==> src/rtl/word_unpacker_pkg.sv <==
// word_unpacker_pkg: shared definitions for the word unpacker slice.
//   LANE_W_DEF / LANES_DEF : default lane width and lanes per packed word
//   state_t                : unpacker FSM state encoding
//   lane_lsb()             : bit offset of lane k inside a packed word
package word_unpacker_pkg;

    localparam int unsigned LANE_W_DEF = 4;
    localparam int unsigned LANES_DEF  = 4;

    typedef enum logic {
        ST_IDLE = 1'b0,
        ST_SEND = 1'b1
    } state_t;

    // Lane k of a packed word lives at [lane_lsb(k, w) +: w].
    function automatic int unsigned lane_lsb(input int unsigned lane,
                                             input int unsigned lane_w);
        return lane * lane_w;
    endfunction

endpackage

==> src/rtl/word_unpacker_if.sv <==
// word_unpacker_if: both handshakes of the unpacker grouped in one bundle.
//   s_valid/s_ready/s_data/s_count : wide word input handshake
//   m_valid/m_ready/m_data/m_idx/m_last : narrow lane output handshake
//   bad_count                      : pulse flagging an out-of-range s_count
//   modport slave  : the unpacker side
//   modport master : the producer/consumer environment side
interface word_unpacker_if
    import word_unpacker_pkg::*;
#(
    parameter int unsigned LANE_W = LANE_W_DEF,
    parameter int unsigned LANES  = LANES_DEF
);
    localparam int unsigned IN_W = LANE_W * LANES;
    localparam int unsigned CW   = $clog2(LANES + 1);

    logic              s_valid;
    logic              s_ready;
    logic [IN_W-1:0]   s_data;
    logic [CW-1:0]     s_count;
    logic              m_valid;
    logic              m_ready;
    logic [LANE_W-1:0] m_data;
    logic [CW-1:0]     m_idx;
    logic              m_last;
    logic              bad_count;

    modport slave (
        input  s_valid, s_data, s_count, m_ready,
        output s_ready, m_valid, m_data, m_idx, m_last, bad_count
    );

    modport master (
        output s_valid, s_data, s_count, m_ready,
        input  s_ready, m_valid, m_data, m_idx, m_last, bad_count
    );

endinterface

==> src/rtl/word_unpacker_lane_select.sv <==
// lane_select: combinational LANES:1 mux picking one LANE_W-bit lane.
//   data : packed word (lane k at [k*LANE_W +: LANE_W])
//   idx  : lane index; out-of-range index yields zero
//   lane : selected lane
module lane_select
    import word_unpacker_pkg::*;
#(
    parameter int unsigned LANE_W = LANE_W_DEF,
    parameter int unsigned LANES  = LANES_DEF,
    parameter int unsigned CW     = $clog2(LANES + 1)
) (
    input  logic [LANE_W*LANES-1:0] data,
    input  logic [CW-1:0]           idx,
    output logic [LANE_W-1:0]       lane
);

    always_comb begin
        lane = '0;
        for (int unsigned k = 0; k < LANES; k++) begin
            if (idx == CW'(k)) begin
                lane = data[lane_lsb(k, LANE_W) +: LANE_W];
            end
        end
    end

endmodule

==> src/rtl/word_unpacker.sv <==
// word_unpacker: wide-to-narrow converter. Takes one packed word of LANES
// lanes and emits its valid lanes one per cycle, LSB lane first.
//   clk   : clock, rising edge
//   rst_n : asynchronous active-low reset
//   bus   : word_unpacker_if.slave carrying
//           s_valid/s_ready/s_data/s_count (word in),
//           m_valid/m_ready/m_data/m_idx/m_last (lane out),
//           bad_count (pulse after accepting a word with s_count 0 or >LANES)
module word_unpacker
    import word_unpacker_pkg::*;
#(
    parameter int unsigned LANE_W = LANE_W_DEF,
    parameter int unsigned LANES  = LANES_DEF
) (
    input logic           clk,
    input logic           rst_n,
    word_unpacker_if.slave bus
);

    localparam int unsigned IN_W = LANE_W * LANES;
    localparam int unsigned CW   = $clog2(LANES + 1);

    state_t          state_q, state_d;
    logic [CW-1:0]   idx_q, idx_d;
    logic [CW-1:0]   cnt_q, cnt_d;
    logic [IN_W-1:0] buf_q, buf_d;
    logic            bad_q, bad_d;

    logic            s_bad;
    logic [CW-1:0]   s_eff;
    logic            at_last;
    logic            accept;
    logic            m_fire;

    // Out-of-range counts are treated as a full word.
    assign s_bad   = (bus.s_count == '0) || (bus.s_count > CW'(LANES));
    assign s_eff   = s_bad ? CW'(LANES) : bus.s_count;

    // Gated by state so m_last stays 0 while idle and after reset.
    assign at_last = (state_q == ST_SEND) && (idx_q == cnt_q - CW'(1));

    assign bus.m_valid   = (state_q == ST_SEND);
    assign bus.m_last    = at_last;
    assign bus.m_idx     = idx_q;
    assign bus.bad_count = bad_q;
    // A new word may enter only as the final lane of the current one leaves,
    // so unsent lanes are never overwritten.
    assign bus.s_ready   = (state_q == ST_IDLE) || (bus.m_ready && at_last);

    assign accept = bus.s_valid && bus.s_ready;
    assign m_fire = bus.m_valid && bus.m_ready;

    lane_select #(
        .LANE_W (LANE_W),
        .LANES  (LANES),
        .CW     (CW)
    ) u_lane_select (
        .data (buf_q),
        .idx  (idx_q),
        .lane (bus.m_data)
    );

    always_comb begin
        state_d = state_q;
        idx_d   = idx_q;
        cnt_d   = cnt_q;
        buf_d   = buf_q;
        bad_d   = 1'b0;

        case (state_q)
            ST_IDLE: begin
                if (accept) begin
                    state_d = ST_SEND;
                end
            end
            ST_SEND: begin
                if (m_fire) begin
                    if (!at_last) begin
                        idx_d = idx_q + CW'(1);
                    end else begin
                        idx_d = '0;
                        if (!accept) begin
                            state_d = ST_IDLE;
                        end
                    end
                end
            end
            default: begin
                state_d = ST_IDLE;
            end
        endcase

        // Acceptance (from IDLE or on the last-lane handoff) reloads the buffer.
        if (accept) begin
            buf_d = bus.s_data;
            cnt_d = s_eff;
            idx_d = '0;
            bad_d = s_bad;
        end
    end

    always_ff @(posedge clk or negedge rst_n) begin
        if (!rst_n) begin
            state_q <= ST_IDLE;
            idx_q   <= '0;
            cnt_q   <= '0;
            buf_q   <= '0;
            bad_q   <= 1'b0;
        end else begin
            state_q <= state_d;
            idx_q   <= idx_d;
            cnt_q   <= cnt_d;
            buf_q   <= buf_d;
            bad_q   <= bad_d;
        end
    end

endmodule

==> src/flat_wrapper.sv <==
// flat-port wrapper written by rule: the top's interface ports become plain ports
module word_unpacker_flat import word_unpacker_pkg::*;
#(
    parameter int unsigned LANE_W = LANE_W_DEF,
    parameter int unsigned LANES  = LANES_DEF
)
  (clk, rst_n, bus_s_valid, bus_s_data, bus_s_count, bus_m_ready, bus_s_ready, bus_m_valid, bus_m_data, bus_m_idx, bus_m_last, bus_bad_count);
  word_unpacker_if #(.LANE_W(LANE_W), .LANES(LANES)) bus_i ();
  input logic clk;
  input logic rst_n;
  input wire logic [$bits(bus_i.s_valid)-1:0] bus_s_valid;
  input wire logic [$bits(bus_i.s_data)-1:0] bus_s_data;
  input wire logic [$bits(bus_i.s_count)-1:0] bus_s_count;
  input wire logic [$bits(bus_i.m_ready)-1:0] bus_m_ready;
  output wire logic [$bits(bus_i.s_ready)-1:0] bus_s_ready;
  output wire logic [$bits(bus_i.m_valid)-1:0] bus_m_valid;
  output wire logic [$bits(bus_i.m_data)-1:0] bus_m_data;
  output wire logic [$bits(bus_i.m_idx)-1:0] bus_m_idx;
  output wire logic [$bits(bus_i.m_last)-1:0] bus_m_last;
  output wire logic [$bits(bus_i.bad_count)-1:0] bus_bad_count;
  assign bus_i.s_valid = bus_s_valid;
  assign bus_i.s_data = bus_s_data;
  assign bus_i.s_count = bus_s_count;
  assign bus_i.m_ready = bus_m_ready;
  assign bus_s_ready = bus_i.s_ready;
  assign bus_m_valid = bus_i.m_valid;
  assign bus_m_data = bus_i.m_data;
  assign bus_m_idx = bus_i.m_idx;
  assign bus_m_last = bus_i.m_last;
  assign bus_bad_count = bus_i.bad_count;
  word_unpacker #(.LANE_W(LANE_W), .LANES(LANES)) u_core (.clk(clk), .rst_n(rst_n), .bus(bus_i));
endmodule
==> config.mk <==
export PLATFORM = sky130hd
export DESIGN_NAME = word_unpacker_flat
export DESIGN_NICKNAME = d
export VERILOG_FILES = /design/src/rtl/word_unpacker_pkg.sv /design/src/rtl/word_unpacker_if.sv /design/src/rtl/word_unpacker_lane_select.sv /design/src/rtl/word_unpacker.sv /design/src/flat_wrapper.sv
export SDC_FILE = /design/constraint.sdc
export NUM_CORES = 1
export LEC_CHECK = 0
export BUFFER_PORTS_ARGS = -buffer_cell sky130_fd_sc_hd__buf_4
export CAP_MARGIN = 10
export CORE_MARGIN = 3
export CORE_UTILIZATION = 50
export DETAILED_ROUTE_END_ITERATION = 7
export GPL_TIMING_DRIVEN = 0
export PLACE_DENSITY = 0.77
export SLEW_MARGIN = 0
export SYNTH_ARGS = -nofsm -noshare
export SYNTH_HDL_FRONTEND = slang
export SYNTH_SLANG_ARGS = --single-unit
==> constraint.sdc <==
create_clock -name clk -period 2.6 [get_ports clk]
set_input_delay 0.13 -clock clk [delete_from_list [all_inputs] [get_ports clk]]
set_output_delay 0.13 -clock clk [all_outputs]
set_load 0.02 [all_outputs]
Word-level counts from Yosys, hierarchy flattened
Cells that the tools add are included.
{"block": "word_totals", "in_bits": 23, "wordCells": 38, "regBits": 24, "out_inout_bits": 11}
{"block": "classes", "n_eq_ne": 4, "bitwise_logic": 1, "add_sub_neg": 2, "reduce_logical": 11, "n_mux": 14, "order_cmp": 1}
{"cell": "2-to-1 mux 4 bit", "count": 4}
{"cell": "2-to-1 mux 3 bit", "count": 5}
{"cell": "== test 3 x 2 -> 1 bit, second input constant", "count": 2}
{"cell": "logical NOT 3 bit", "count": 2}
{"cell": "logical AND 1 bit", "count": 4}
{"cell": "2-to-1 mux 1 bit", "count": 4}
{"cell": "nonzero test 2 bit", "count": 2}
{"cell": "adder 3 x 1 -> 3 bit, second input constant", "count": 1}
{"cell": "== test 3 x 1 -> 1 bit, second input constant", "count": 1}
{"cell": "== test 3 bit", "count": 1}
{"cell": "greater-than comparator 3 bit, second input constant", "count": 1}
{"cell": "subtractor 3 x 1 -> 3 bit, second input constant", "count": 1}
{"cell": "logical OR 1 bit", "count": 2}
{"cell": "case mux 1 bit (2 select lines)", "count": 1}
{"cell": "AND reduction 2 bit", "count": 1}
{"cell": "NOT 1 bit", "count": 1}

Depth between registers and ports, before layout
{"block": "logic_depth", "word_depth": 10, "depth_mapped": 6, "mapped_depth_nobuf": 5}

Modules after synthesis
Synthesis repeated with hierarchy kept, for this count alone.
{"block": "unflattened", "cells_unflattened": 89, "area_unflattened_um2": 1217.4}
{"module": "word_unpacker", "cells_each": 81, "n_inst": 1, "seq_area_each_um2": 600.6, "area_each_um2": 1094.8}
{"module": "lane_select", "cells_each": 8, "n_inst": 1, "seq_area_each_um2": 0.0, "area_each_um2": 122.6}

Worst setup path before layout
No wires, ideal clock.
{"block": "synth_timing", "path_kind": "register -> register", "from": "register u_core.cnt_q[0]", "to": "register u_core.buf_q[0]", "arrival_ns": 1.865, "synth_period_minus_slack_ns": 1.990, "setup_ns": 0.125, "slack_ns": 0.610, "path_stages_with_launch": 7, "n_path_buf": 1, "t_required_ns": 2.475, "path_cell_list": "dfrtp_1 > inv_1 > ha_1 > xor3_2 > o41ai_4 > buf_6 > mux2_2"}
{"block": "synth_via", "elab_chain_len": 6}
{"item": "start: declaration", "line": "word_unpacker.sv:25", "source": "logic [CW-1:0] cnt_q, cnt_d;"}
{"item": "start signal: assignment", "line": "word_unpacker.sv:112", "source": "cnt_q <= cnt_d;"}
{"item": "subtractor 3 x 1 -> 3 bit", "line": "word_unpacker.sv:40", "source": "assign at_last = (state_q == ST_SEND) && (idx_q == cnt_q - CW'(1));"}
{"item": "== test 3 bit", "line": "word_unpacker.sv:40"}
{"item": "logical AND 1 bit", "line": "word_unpacker.sv:40"}
{"item": "logical AND 1 bit", "line": "word_unpacker.sv:48", "source": "assign bus.s_ready = (state_q == ST_IDLE) || (bus.m_ready && at_last);"}
{"item": "logical OR 1 bit", "line": "word_unpacker.sv:48"}
{"item": "logical AND 1 bit", "line": "word_unpacker.sv:50", "source": "assign accept = bus.s_valid && bus.s_ready;"}
{"item": "end signal: assignment", "line": "word_unpacker.sv:113", "source": "buf_q <= buf_d;"}
{"item": "end: declaration", "line": "word_unpacker.sv:26", "source": "logic [IN_W-1:0] buf_q, buf_d;"}
Every way passes these cells.
A chain may end at the register's enable or synchronous reset.

Worst setup path after layout
{"block": "layout_timing", "from": "register u_core.cnt_q[0]", "to": "output port bus_s_ready"}
{"block": "layout_via", "elab_chain_len": 5}
{"item": "subtractor 3 x 1 -> 3 bit", "line": "word_unpacker.sv:40"}
{"item": "== test 3 bit", "line": "word_unpacker.sv:40"}
{"item": "logical AND 1 bit", "line": "word_unpacker.sv:40"}
{"item": "logical AND 1 bit", "line": "word_unpacker.sv:48"}
{"item": "logical OR 1 bit", "line": "word_unpacker.sv:48"}
{"item": "end: declaration", "line": "flat_wrapper.sv:15", "source": "output wire logic [$bits(bus_i.s_ready)-1:0] bus_s_ready;"}
Every way passes these cells.

==> out/results.ini <==
[synth]
yosys_warnings=0
syn_inst=100
synth_area_leaders=dfrtp_1 47%, mux2_2 14%, ha_1 6.9%
synth_xor_area_frac=0.0335
avgSynthCellArea_sq_um=12.7
synth_compound_area_frac=0.109
synth_cell_type_count=24
syn_nets=130
yosys-top-cells-count=24 x dfrtp_1, 16 x mux2_2, 8 x inv_1
async_flop_share=1.00
ys_ff_latch=24
synth_flop_cell=dfrtp_1
ys_seq_area_frac=0.472
synth-edff-count=0
yosysTopAreaCell=dfrtp_1
synth_adder_area_share=0.0689
muxShareOfSynthArea=0.165
netlist_area_sq_um=1270
yosysTopAreaCellShare=0.472
synth_most_common_cell=dfrtp_1
yosys.area_share.simple=0.109
synth_top_family_by_area=multiplexers

[timing]
layout_worst_path_cycle_share=0.906
worst_pin_slew_ns=0.590
setup_viol=0
skew_ns=0.00290
slew_violations=0
clock.fmax_mhz=424
worst_hold_slack_ns=0.0307
worst_slack_ns=0.243
hold_viol_final=0
period_minus_slack_ns=2.36
rsz0062_at_grt=no
tns_ns=0
slew_headroom=0.604

[routing]
drc=0
drtPass1Iterations=4
via_per_inst=5.51
ant_nets=0
wl_um=2510
vias=914
drtIter0Drc=20
wl_per_cell_um=15.1

[clocking]
cts-htree-levels=1
cts_root_buf=clkbuf_4
worstSkewPairLatency_ns=0.30
cts_sinks=24
cts_tree=done
cts_resized=0
clk_pin_slew_ns=0.12
cts_max_path_buffers=2
cts_buffers=3

[finish]
seq_area_sq_um=601
fillers=177
fin_nets=169
fin_util=0.690
areaGrowthSynthToFinish_pct=25.9
multiInputGateArea_sq_um=618
diodes=0
finish.instance_area_sq_um=1600
drive_above_1_share=0.435
fin_cells=166

[critical_path]
cp.required_ns=2.47
critPathCaptureType=output port
crit_arrival_ns=2.23
crit_path_start_kind=flop
path_class=flop to output port
rr_worst_depth=6
critPathMaxFanout=6

[die]
initial_core_util=0.548
rows=17
die_area_sq_um=3180
core-area_sq_um=2320
pin_count=34
die_y_um=56.4
die_w_um=56.4

[power_and_ir_drop]
power_density_nw_per_um2=1310
ir_drop_mv=0.860
switching_share=0.388
p_seq_frac=0.324
power_switching_mw=0.813
clkPwrFrac=0.091
cell_internal_pwr_mw=1.28
p_comb_frac=0.585
total_power_mw=2.10
cellLeakagePower_nw=0.793

[place]
hpwl_um=1990
dp.cells=161
port_buffers=33
placed_cell_area_sq_um=1550
dp_slack_ns=0.487
gp_congestion=0.755

[global_routing]
grt_max_degree=25
grt_usage=0.180
grt_pass1_vias=964
antenna_found_initial=0
gr-total-overflow=0
grt_pass1_wl_um=4420

[min_path]
hold_class=primary input to flop
min_path_cells=2

[job]
cap_violations=0

[run_status]
status=finished, final reports clean

-- path summary, 6_finish.rpt --
| path | slack (ns) | to | start |
|---|---|---|---|
| max in group asynchronous | 2.13 | u_core.buf_q[14]$_DFFE_PN0N_ | rst_n |
| hold / removal | 0.03 | u_core.bus.m_valid$_DFF_PN0_ | bus_m_ready |
| setup reg to reg | 0.47 | u_core.buf_q[8]$_DFFE_PN0N_ | u_core.cnt_q[0]$_DFFE_PN0N_ |
| min in group asynchronous | 0.23 | u_core.buf_q[5]$_DFFE_PN0N_ | rst_n |
| setup / recovery | 0.24 | bus_s_ready | u_core.cnt_q[0]$_DFFE_PN0N_ |
| hold reg to reg | 0.52 | u_core.buf_q[2]$_DFFE_PN0N_ | u_core.buf_q[2]$_DFFE_PN0N_ |
-- final cells by class --
type | count | share of cell area
buffer | 2 | 0.0141
clock buffer | 4 | 0.0227
inverter | 8 | 0.0188
multi-input combinational | 66 | 0.386
sequential | 24 | 0.375
tap | 28 | 0.0219
timing repair buffer | 34 | 0.161
-- power by group through the flow --
stage / registers [mW] / logic (mW) / clock network, mW
finish: 0.679 / 1.23 / 0.191
global route: 0.707 / 1.34 / 0.211
CTS: 0.681 / 1.24 / 0.199
detailed placement: 0.690 / 1.24 / 0
global placement: 0.676 / 1.20 / 0
floorplan: 0.688 / 0.854 / 0
-- timing repair --
action,4_1_cts,5_1_grt
endpoints found under the hold margin,24,0
buffers inserted,0,0
hold buffers,1,0
-- logic make-up after synthesis --
family	after synthesis
mux	19
simple gates	23
compound gates	14
buf+inv	10
xor+xnor	3
fa+ha+maj	7
flops	24
-- flip-flops by register name, indices dropped and copies added, names as in the netlist --
name                  flops
u_core.bus.bad_count      1
u_core.cnt_q              3
u_core.bus.m_idx          3
u_core.buf_q             16
u_core.bus.m_valid        1
-- worst max-delay path, stage by stage (launching register included) --
cell and delay (ns):
dfrtp_1 0.41, inv_1 0.08, ha_1 0.14, xor3_2 0.45, nor3_1 0.48, a21bo_2 0.23, buf_4 0.13
-- per-layer routing --
layer  share of wire  wire length [um]  vias to the layer above  track usage
met2            0.52              1300                       21        0.300
li1                -                 -                      436            -
met1            0.43              1090                      455        0.231
met4          0.0052                13                        0       0.0678
met5               0                 0                        -            0
met3           0.041               102                        2       0.0299
-- cell usage in the layout (no fill, tap or decap), types with 2 or more instances in the layout --
master     n
buf_4     33
dfrtp_1   24
mux2_2    16
inv_1      8
nand2b_1   7
ha_1       7
and3b_1    4
a211o_1    4
a32o_1     4
nand3_1    4
mux2i_1    3
clkbuf_4   3
nor2_1     2
xnor2_1    2
nand2_1    2
buf_6      2
o31ai_1    2
No activity file was read; power rests on OpenSTA's default activity.
